**src/rtl/b05_disp_pkg.sv**
```systemverilog
// b05_disp_pkg: shared constants and types for the b05 display-bus decoder.
//   Segment codes are bit6..bit0. disp_bus_t is the 36-bit display bus payload.
package b05_disp_pkg;

   localparam int unsigned SEG_W = 7;
   localparam int unsigned DIG_W = 4;
   localparam int unsigned NDIG  = 5;
   localparam int unsigned MAG_W = 8;
   localparam int unsigned NUM_W = 5;
   localparam int unsigned ERR_W = 8;

   localparam logic [SEG_W-1:0] SEG_0     = 7'b0111111;
   localparam logic [SEG_W-1:0] SEG_1     = 7'b0011000;
   localparam logic [SEG_W-1:0] SEG_2     = 7'b1101100;
   localparam logic [SEG_W-1:0] SEG_3     = 7'b1111001;
   localparam logic [SEG_W-1:0] SEG_4     = 7'b1011010;
   localparam logic [SEG_W-1:0] SEG_5     = 7'b1110110;
   localparam logic [SEG_W-1:0] SEG_6     = 7'b1110111;
   localparam logic [SEG_W-1:0] SEG_7     = 7'b0011100;
   localparam logic [SEG_W-1:0] SEG_8     = 7'b1111111;
   localparam logic [SEG_W-1:0] SEG_9     = 7'b1111110;
   localparam logic [SEG_W-1:0] SEG_BLANK = 7'b0000000;
   localparam logic [SEG_W-1:0] SEG_DASH  = 7'b1000000;

   // Display bus, MSB first: SIGN, DISPMAX1..3, DISPNUM1..2.
   typedef struct packed {
      logic             sign;
      logic [SEG_W-1:0] max1;
      logic [SEG_W-1:0] max2;
      logic [SEG_W-1:0] max3;
      logic [SEG_W-1:0] num1;
      logic [SEG_W-1:0] num2;
   } disp_bus_t;

   typedef enum logic [1:0] {FR_BLANK, FR_DASH, FR_NUM, FR_ILL} frame_cls_e;

   typedef enum logic [1:0] {S_IDLE, S_SETTLE, S_HOLD} state_e;

endpackage

```
**src/rtl/b05_seg2bcd.sv**
```systemverilog
// b05_seg2bcd: combinational seven-segment to BCD digit decoder.
//   seg_i   : segment pattern, bit6..bit0
//   legal_c : pattern is one of the digits 0..9
//   digit_c : decoded digit (0 when not legal)
module b05_seg2bcd
   import b05_disp_pkg::*;
(
   input  logic [SEG_W-1:0] seg_i,
   output logic             legal_c,
   output logic [DIG_W-1:0] digit_c
);

   always_comb begin
      legal_c = 1'b1;
      digit_c = '0;
      case (seg_i)
         SEG_0:   digit_c = DIG_W'(0);
         SEG_1:   digit_c = DIG_W'(1);
         SEG_2:   digit_c = DIG_W'(2);
         SEG_3:   digit_c = DIG_W'(3);
         SEG_4:   digit_c = DIG_W'(4);
         SEG_5:   digit_c = DIG_W'(5);
         SEG_6:   digit_c = DIG_W'(6);
         SEG_7:   digit_c = DIG_W'(7);
         SEG_8:   digit_c = DIG_W'(8);
         SEG_9:   digit_c = DIG_W'(9);
         default: legal_c = 1'b0;
      endcase
   end

endmodule

```
**src/rtl/b05_disp_decoder.sv**
```systemverilog
// b05_disp_decoder: receive-side decoder for the b05 seven-segment display bus.
//   Waits for the bus to be stable for STABLE_CYCLES matching samples, then
//   classifies the frame and emits exactly one registered pulse per capture.
//   Inputs : clk, rst_n (async, active-low), SIGN, DISPMAX1..3, DISPNUM1..2
//   Outputs: frame_valid / dash_seen / dec_err (one-cycle pulses),
//            max_mag (0..199), max_neg, num_val (0..19), busy (in SETTLE)
//   Optional (B05_DISP_ERRCNT_EN): err_clr input, saturating err_cnt output.
module b05_disp_decoder
   import b05_disp_pkg::*;
#(
   parameter int unsigned STABLE_CYCLES = 2,
   parameter int unsigned CNT_W         = 4
) (
   input  logic             clk,
   input  logic             rst_n,
`ifdef B05_DISP_ERRCNT_EN
   input  logic             err_clr,
   output logic [ERR_W-1:0] err_cnt,
`endif
   input  logic             SIGN,
   input  logic [SEG_W-1:0] DISPMAX1,
   input  logic [SEG_W-1:0] DISPMAX2,
   input  logic [SEG_W-1:0] DISPMAX3,
   input  logic [SEG_W-1:0] DISPNUM1,
   input  logic [SEG_W-1:0] DISPNUM2,
   output logic             frame_valid,
   output logic             dash_seen,
   output logic             dec_err,
   output logic [MAG_W-1:0] max_mag,
   output logic             max_neg,
   output logic [NUM_W-1:0] num_val,
   output logic             busy
);

   disp_bus_t        bus_c, bus_q;
   logic             bus_blank_c, same_c;
   state_e           state_q, state_d;
   logic [CNT_W-1:0] cnt_q, cnt_d;
   logic             fv_q, fv_d, ds_q, ds_d, de_q, de_d, busy_q, busy_d;
   logic [MAG_W-1:0] mag_q, mag_d;
   logic             neg_q, neg_d;
   logic [NUM_W-1:0] num_q, num_d;

   logic [SEG_W-1:0] seg_q [NDIG];
   logic [NDIG-1:0]  leg_c;
   logic [DIG_W-1:0] dig_c [NDIG];
   frame_cls_e       cls_c;

   assign bus_c = '{sign: SIGN, max1: DISPMAX1, max2: DISPMAX2, max3: DISPMAX3,
                    num1: DISPNUM1, num2: DISPNUM2};
   assign bus_blank_c = (bus_c == '0);
   assign same_c      = (bus_c == bus_q);

   // Decode the sampled frame; when a capture fires, bus_q equals the live bus.
   assign seg_q[0] = bus_q.max1;
   assign seg_q[1] = bus_q.max2;
   assign seg_q[2] = bus_q.max3;
   assign seg_q[3] = bus_q.num1;
   assign seg_q[4] = bus_q.num2;

   for (genvar g = 0; g < NDIG; g++) begin : g_dec
      b05_seg2bcd u_dec (
         .seg_i   (seg_q[g]),
         .legal_c (leg_c[g]),
         .digit_c (dig_c[g])
      );
   end

   // Frame classification of the sampled bus.
   always_comb begin
      cls_c = FR_ILL;
      if (bus_q == '0) begin
         cls_c = FR_BLANK;
      end else if (bus_q.sign && bus_q.max1 == SEG_DASH && bus_q.max2 == SEG_DASH &&
                   bus_q.max3 == SEG_DASH && bus_q.num1 == SEG_DASH &&
                   bus_q.num2 == SEG_DASH) begin
         cls_c = FR_DASH;
      end else if ((&leg_c) && dig_c[0] <= DIG_W'(1) && dig_c[3] <= DIG_W'(1)) begin
         cls_c = FR_NUM;
      end
   end

   // Next-state, stability counter and capture outputs.
   always_comb begin
      state_d = state_q;
      cnt_d   = cnt_q;
      fv_d    = 1'b0;
      ds_d    = 1'b0;
      de_d    = 1'b0;
      mag_d   = mag_q;
      neg_d   = neg_q;
      num_d   = num_q;
      case (state_q)
         S_IDLE: begin
            if (!bus_blank_c) begin
               state_d = S_SETTLE;
               cnt_d   = '0;
            end
         end
         S_SETTLE: begin
            if (bus_blank_c) begin
               state_d = S_IDLE;
               cnt_d   = '0;
            end else if (!same_c) begin
               cnt_d = '0;
            end else if (cnt_q == CNT_W'(STABLE_CYCLES - 1)) begin
               state_d = S_HOLD;
               cnt_d   = '0;
               case (cls_c)
                  FR_NUM: begin
                     fv_d  = 1'b1;
                     mag_d = MAG_W'(dig_c[0]) * MAG_W'(100) + MAG_W'(dig_c[1]) * MAG_W'(10)
                             + MAG_W'(dig_c[2]);
                     neg_d = bus_q.sign;
                     num_d = NUM_W'(dig_c[3]) * NUM_W'(10) + NUM_W'(dig_c[4]);
                  end
                  FR_DASH: ds_d = 1'b1;
                  default: de_d = 1'b1;
               endcase
            end else begin
               cnt_d = cnt_q + CNT_W'(1);
            end
         end
         S_HOLD: begin
            if (bus_blank_c) begin
               state_d = S_IDLE;
            end else if (!same_c) begin
               state_d = S_SETTLE;
               cnt_d   = '0;
            end
         end
         default: begin
            state_d = S_IDLE;
            cnt_d   = '0;
         end
      endcase
      busy_d = (state_d == S_SETTLE);
   end

   // State and output registers.
   always_ff @(posedge clk or negedge rst_n) begin
      if (!rst_n) begin
         state_q <= S_IDLE;
         cnt_q   <= '0;
         bus_q   <= '0;
         fv_q    <= 1'b0;
         ds_q    <= 1'b0;
         de_q    <= 1'b0;
         mag_q   <= '0;
         neg_q   <= 1'b0;
         num_q   <= '0;
         busy_q  <= 1'b0;
      end else begin
         state_q <= state_d;
         cnt_q   <= cnt_d;
         bus_q   <= bus_c;
         fv_q    <= fv_d;
         ds_q    <= ds_d;
         de_q    <= de_d;
         mag_q   <= mag_d;
         neg_q   <= neg_d;
         num_q   <= num_d;
         busy_q  <= busy_d;
      end
   end

   assign frame_valid = fv_q;
   assign dash_seen   = ds_q;
   assign dec_err     = de_q;
   assign max_mag     = mag_q;
   assign max_neg     = neg_q;
   assign num_val     = num_q;
   assign busy        = busy_q;

`ifdef B05_DISP_ERRCNT_EN
   logic [ERR_W-1:0] err_cnt_q, err_cnt_d;

   // Saturating error counter; clear wins over a same-cycle increment.
   always_comb begin
      err_cnt_d = err_cnt_q;
      if (err_clr) begin
         err_cnt_d = '0;
      end else if (de_d && err_cnt_q != '1) begin
         err_cnt_d = err_cnt_q + ERR_W'(1);
      end
   end

   always_ff @(posedge clk or negedge rst_n) begin
      if (!rst_n) begin
         err_cnt_q <= '0;
      end else begin
         err_cnt_q <= err_cnt_d;
      end
   end

   assign err_cnt = err_cnt_q;
`endif

endmodule

```
**config.mk**
```make
export PLATFORM = sky130hd
export DESIGN_NAME = b05_disp_decoder
export DESIGN_NICKNAME = d
export VERILOG_FILES = /design/src/rtl/b05_disp_pkg.sv /design/src/rtl/b05_seg2bcd.sv /design/src/rtl/b05_disp_decoder.sv
export SDC_FILE = /design/constraint.sdc
export NUM_CORES = 1
export LEC_CHECK = 0
export CAP_MARGIN = 20
export CORE_MARGIN = 5
export CORE_UTILIZATION = 50
export CTS_CLUSTER_SIZE = 14
export DETAILED_ROUTE_END_ITERATION = 16
export PLACE_DENSITY = 0.73
export SYNTH_ARGS = -nofsm -noshare
export SYNTH_HDL_FRONTEND = slang
export SYNTH_SLANG_ARGS = --single-unit
```
**constraint.sdc**
```tcl
create_clock -name clk -period 3.35 [get_ports clk]
set_input_delay 0.335 -clock clk [delete_from_list [all_inputs] [get_ports clk]]
set_output_delay 0.335 -clock clk [all_outputs]
set_load 0.03 [all_outputs]
```
### Yosys cells after proc, flatten, opt, wreduce, memory -nomap -nowiden

Index checks and enable logic that the tools add are counted.

| word-level totals | value |
|---|---|
| bits in registers | 60 |
| input port bits | 38 |
| logic and storage cells | 151 |
| output and inout bits | 18 |

| operators by class | value |
|---|---|
| multiply operators | 3 |
| equal/unequal tests | 65 |
| muxes and demuxes | 42 |
| magnitude comparators | 2 |
| reduce and logical (&&, ||, !) cells | 19 |
| add/sub/neg operators | 4 |
| bitwise logic cells | 1 |

Operators with widths:

| kind | count |
|---|---|
| $eq 7x7->1 const B | 40 |
| $pmux 4 s9 | 5 |
| $logic_not 36->1 | 2 |
| $eq 7x5->1 const B | 10 |
| $reduce_or 10->1 | 5 |
| $eq 36x36->1 | 1 |
| $eq 7x6->1 const B | 5 |
| $mux 4 | 6 |
| $mux 1 | 21 |
| $mux 2 | 8 |
| $pmux 4 s3 | 1 |
| $reduce_and 5->1 | 2 |
| $add 8x4->8 | 1 |
| $add 8x8->8 | 1 |
| $le 4x1->1 const B | 2 |
| $logic_and 1x1->1 | 7 |
| $mul 4x3->7 const B | 1 |
| $eq 2x1->1 const B | 3 |
| $mul 4x5->6 const B | 1 |
| $ne 2x2->1 const B | 3 |
| $pmux 2 s3 | 1 |
| $add 5x4->5 | 1 |
| $add 4x1->4 const B | 1 |
| $eq 2x2->1 const B | 2 |
| other kinds (6) | 6 |

### Logic depth before layout (Yosys ltp)

| logic depth | value |
|---|---|
| word-level depth | 16 |
| depth in mapped cells | 17 |
| gate-level depth less buffers | 16 |

### By module

From an unflattened synthesis, not the netlist that was laid out.

| second synthesis, totals | value |
|---|---|
| cells, all modules | 423 |
| area, all modules | 4185.3 um^2 |

By module, submodules not included:

| module | times used | area an instance (um^2) | sequential area each (um^2) | cells each |
|---|---|---|---|---|
| b05_disp_decoder | 1 | 3251.9 | 1501.4 | 272 |
| b05_seg2bcd at g_dec[2].u_dec ... | 3 | 192.7 | 0.0 | 31 |
| b05_seg2bcd at g_dec[0].u_dec ... | 2 | 177.7 | 0.0 | 29 |

### Worst setup path before layout

OpenSTA, ideal clock, no wires.

| path | value |
|---|---|
| kind | reg2reg |
| from | reg bus_q[32] (netlist name) |
| to | reg mag_q[7] (netlist: max_mag[7]) |
| path buffers | 1 |
| cell stages (with the launch flop) | 15 |
| path slack | -0.175 ns |
| setup time | 0.125 ns |
| clock period less this slack | 3.525 ns |
| data arrival time | 3.401 ns |
| path through | dfrtp_1 buf_6 or3b_2 a2111oi_2 or3_1 inv_1 fa_1 inv_1 ha_1 a21o_1 a21oi_1 o21bai_1 a21oi_1 xnor2_1 mux2_2 |

| between the ends | value |
|---|---|
| longest elaborated chain between the ends | 11 |

RTL lines:

| element | RTL line | RTL |
|---|---|---|
| start: declaration | b05_disp_decoder.sv:35 | `disp_bus_t bus_c, bus_q;` |
| start signal: assignment | b05_disp_decoder.sv:156 | `bus_q <= bus_c;` |
| branches (longest 11 deep; another with $add 8x8->8) | - |  |
| end signal: assignment | b05_disp_decoder.sv:160 | `mag_q <= mag_d;` |
| end: declaration | b05_disp_decoder.sv:40 | `logic [MAG_W-1:0] mag_q, mag_d;` |

Several ways; the timed one is not identified.
A chain may end at the register's enable or synchronous reset.

### Final worst setup path

| path | value |
|---|---|
| from | reg bus_q[28] (netlist name) |
| to | reg mag_q[7] (netlist: max_mag[7]) |

Same word-level chain as after synthesis.

==> results.yml <==
setup_path:
  cp-startpoint: "bus_q[28]$_DFF_PN0_"
  crit_chain: "or3b_4 -> a2111oi_4 -> or3_4 -> inv_4 -> fa_1 -> inv_1 -> ha_1 -> a21o_1 -> a21oi_2 -> o21bai_1 -> a21oi_2 -> xnor2_1 -> mux2_4"
  critPathKind: "register to register"
  slowest_stage: "fa_1"
  r2r-start: "bus_q[28]$_DFF_PN0_"
  arrival_ns: 3.67
  crit_top_cell: "a21oi_2"
  crit_required_ns: 3.58
  critPathLaunchType: "register"
  cp_slowest_stage_delay_ns: 0.55
  path_depth: 13
  critPathBufInv: 2
  worstPathMaxFanout: 4
  r2r_cells: 13
  critPathTopFamily: "compound AO/OA/AOI/OAI gates"
  crit_path_end_kind: "register"
layout:
  design_area_sq_um: 5400
  n_antenna_cell: 0
  finalNonFillerCells: 621
  num-fill-cells: 649
  drive_above_1_share_pct: 20.2
  synthToLayoutAreaGrowth_pct: 27.4
  final_nets: 580
clock_tree:
  root_buffer: "clkbuf_8"
  htree_levels: 3
  numCtsBuffers: 9
  cts.sink_count: 60
  cts_buffer_depth: 2
  clk_latency_ns: 0.35
  clkTransAtPathRegs_ns: 0.08
  cts_tree: "built"
global_routing:
  grt.total_usage_pct: 21.9
  gr-total-overflow: 0
  grt_pass1_wl_mm: 17.8
  first_global_vias: 3524
  antenna_found_initial: 0
  grt_max_degree: 37
power_and_ir_drop:
  p_int_mw: 1.30
  switchingPower_mw: 0.524
  leakagePower_nw: 2.44
  clockPowerShare_pct: 42.6
  finalPower_mw: 1.83
  power_frac_seq_pct: 43.2
  cellPowerDensity_nw_per_um2: 338
  peakVddDrop_uv: 269
  pwr-share-comb_pct: 14.2
  switching_share_pct: 28.7
outcome:
  status: "finished, violations left"
  violations: "negative setup slack"
min_path:
  min_path_type: "input port to asynchronous set/reset pin"
yosys:
  synth-seq-cells: 60
  synth_fp_nets: 506
  async_flop_share_pct: 100
  yosysMostFrequentCell: "dfrtp_1"
  ys_warn_count: 0
  yosysTopAreaCellShare_pct: 35.5
  syn-cell-area_sq_um: 4240
  syn_inst: 437
  syn_avg_cell_area_sq_um: 9.69
  ys_top_cells_by_count: "60 x dfrtp_1, 39 x xor2_1, 26 x ha_1, 24 x inv_1, 24 x nor2_1"
  yosysTopAreaCell: "dfrtp_1"
  synth.area.top_cells: "dfrtp_1 35%, xor2_1 8.1%, ha_1 7.7%, nor4_1 3.2%, mux2_4 2.8%"
  ys_types: 59
  yosysSeqAreaShare_pct: 35.5
  synth_edf_count: 0
  synth_ff_type: "dfrtp_1"
run:
  cap_viol_max_count: 0
route:
  via_per_inst: 5.88
  drtAntennaViolNets: 0
  totalWireLength_mm: 11.2
  via_count: 3650
  drc: 0
  drtIter0Drc: 250
  first_pass_iters: 5
  wire_per_inst_um: 18.0
sta:
  fin_skew_ns: 0.00855
  hold_viol_final: 0
  tightest_slew_ns: 0.849
  slew_viol_final: 0
  finalSetupViolCount: 1
  period_needed_ns: 3.44
  timing.fmax_ghz: 0.291
  fin_crit_sh_pct: 103
  relSlewSlack_pct: 43.4
  setup_slack_ns: -0.0884
  rsz0062_at_grt: "true"
floorplanning:
  die_area_sq_um: 10400
  std_cell_rows: 33
  die_h_um: 102
  initial_core_util_pct: 51.5
  design.core.area_sq_um: 8220
  fp.dieW_um: 102
  pin_count: 56
place:
  place_hpwl_mm: 8.62
  dp.cells: 596
  numPortBuffers: 55
  placed_area_sq_um: 5000
  place_congestion: 0.901
-- final cells by class --
| cell class | instances | area (sq um) | area share [%] |
|---|---|---|---|
| well taps | 105 | 131 | 2.43 |
| inverters | 24 | 92.6 | 1.72 |
| flip-flops and latches | 60 | 1510 | 27.9 |
| clock inverters | 7 | 106 | 1.97 |
| clock buffers | 9 | 124 | 2.29 |
| multi-input cells | 321 | 2570 | 47.7 |
| repair buffers | 95 | 863 | 16.0 |
-- worst paths after layout --
check	to	slack, ns
min in group clk	bus_q[8]$_DFF_PN0_	0.50
max in group asynchronous	bus_q[26]$_DFF_PN0_	2.39
max	max_mag[7]$_DFFE_PN0P_	-0.09
min reg2reg	num_val[0]$_DFFE_PN0P_	0.51
max reg2reg	max_mag[7]$_DFFE_PN0P_	-0.09
min	max_mag[6]$_DFFE_PN0P_	0.09
-- flip-flops by register name (all words and copies together) (netlist names) --
| name | flops |
|---|---|
| frame_valid | 1 |
| dash_seen | 1 |
| state_q | 2 |
| max_neg | 1 |
| busy | 1 |
| num_val | 5 |
| bus_q | 36 |
| max_mag | 8 |
| cnt_q | 4 |
| dec_err | 1 |
-- power by group through the flow --
stage,combinational (mW),clock [mW],sequential [mW]
3_5_place_dp,0.243,0,0.801
3_3_place_gp,0.239,0,0.800
6_report,0.260,0.779,0.789
2_1_floorplan,0.146,0,0.771
4_1_cts,0.247,0.788,0.787
5_1_grt,0.283,0.825,0.792
-- layout by cell type (no fill, tap or decap), drive strengths merged, types with 7 or more instances in the layout --
cell type	netlist	layout
dfrtp	60	60
clkdlybuf4s50	0	54
buf	19	40
xor2	39	39
inv	24	27
ha	26	26
nor4	25	25
nor2	24	24
nand4	19	19
nand2	18	18
nand3	15	15
o21ai	13	13
a21oi	13	13
mux2	12	12
xnor2	11	11
clkbuf	13	9
nor3	7	7
and3	7	7
nand2b	7	7
-- worst reg2reg max path: cells and delay by family (launching register included) --
family | cells | cell delay [ns]
xor gates and xnor gates | 1 | 0.08
buffers and inverters | 2 | 0.10
muxes | 1 | 0.27
and+or+nand+nor | 2 | 0.61
adders and majority gates | 2 | 0.82
AOI/OAI and AO/OA | 5 | 1.05
DFF | 1 | 0.41
-- routing by layer --
metal	vias to the layer above	part of all wire (%)	track usage (%)
met4	0	1.7	5.25
met5	-	0	0
met1	1762	44	29.9
li1	1739	-	-
met2	130	48	36.0
met3	19	5.8	4.51
-- cells by family (layout without fill, tap and decap cells) --
family                     Yosys count  count (layout)  synth area share [%]
AOI/OAI and AO/OA                   64              64                  10.5
muxes                               15              15                  4.61
xor gates and xnor gates            50              50                  10.3
and+or+nand+nor                    161             161                  22.6
buffers and inverters               56             135                  6.38
adders and majority gates           31              31                  10.0
DFF                                 60              60                  35.5
-- stage by stage --
| stage | hold slack [ns] | setup TNS, ns | utilization [%] | setup slack (ns) |
|---|---|---|---|---|
| after global placement | 0.471 | 0 | 60.8 | 0.0653 |
| after global routing | 0.170 | -0.249 | 65.7 | -0.214 |
| after detailed placement | 0.492 | -0.0290 | 60.8 | -0.0290 |
| after CTS | 0.123 | 0 | 64.0 | 0.00639 |
| after floorplan | 0.0394 | 0 | - | 0.0887 |
| final | 0.0931 | -0.0884 | 65.7 | -0.0884 |
-- what timing repair did --
action                                 4_1_cts  5_1_grt
endpoints found under the hold margin        0        0
setup buffers                                2        7
gates resized for setup                      5       19
pin swaps                                    1       13
setup endpoints to repair                    1       12
hold buffers                                 0        0
No activity file was read; power rests on OpenSTA's default activity.
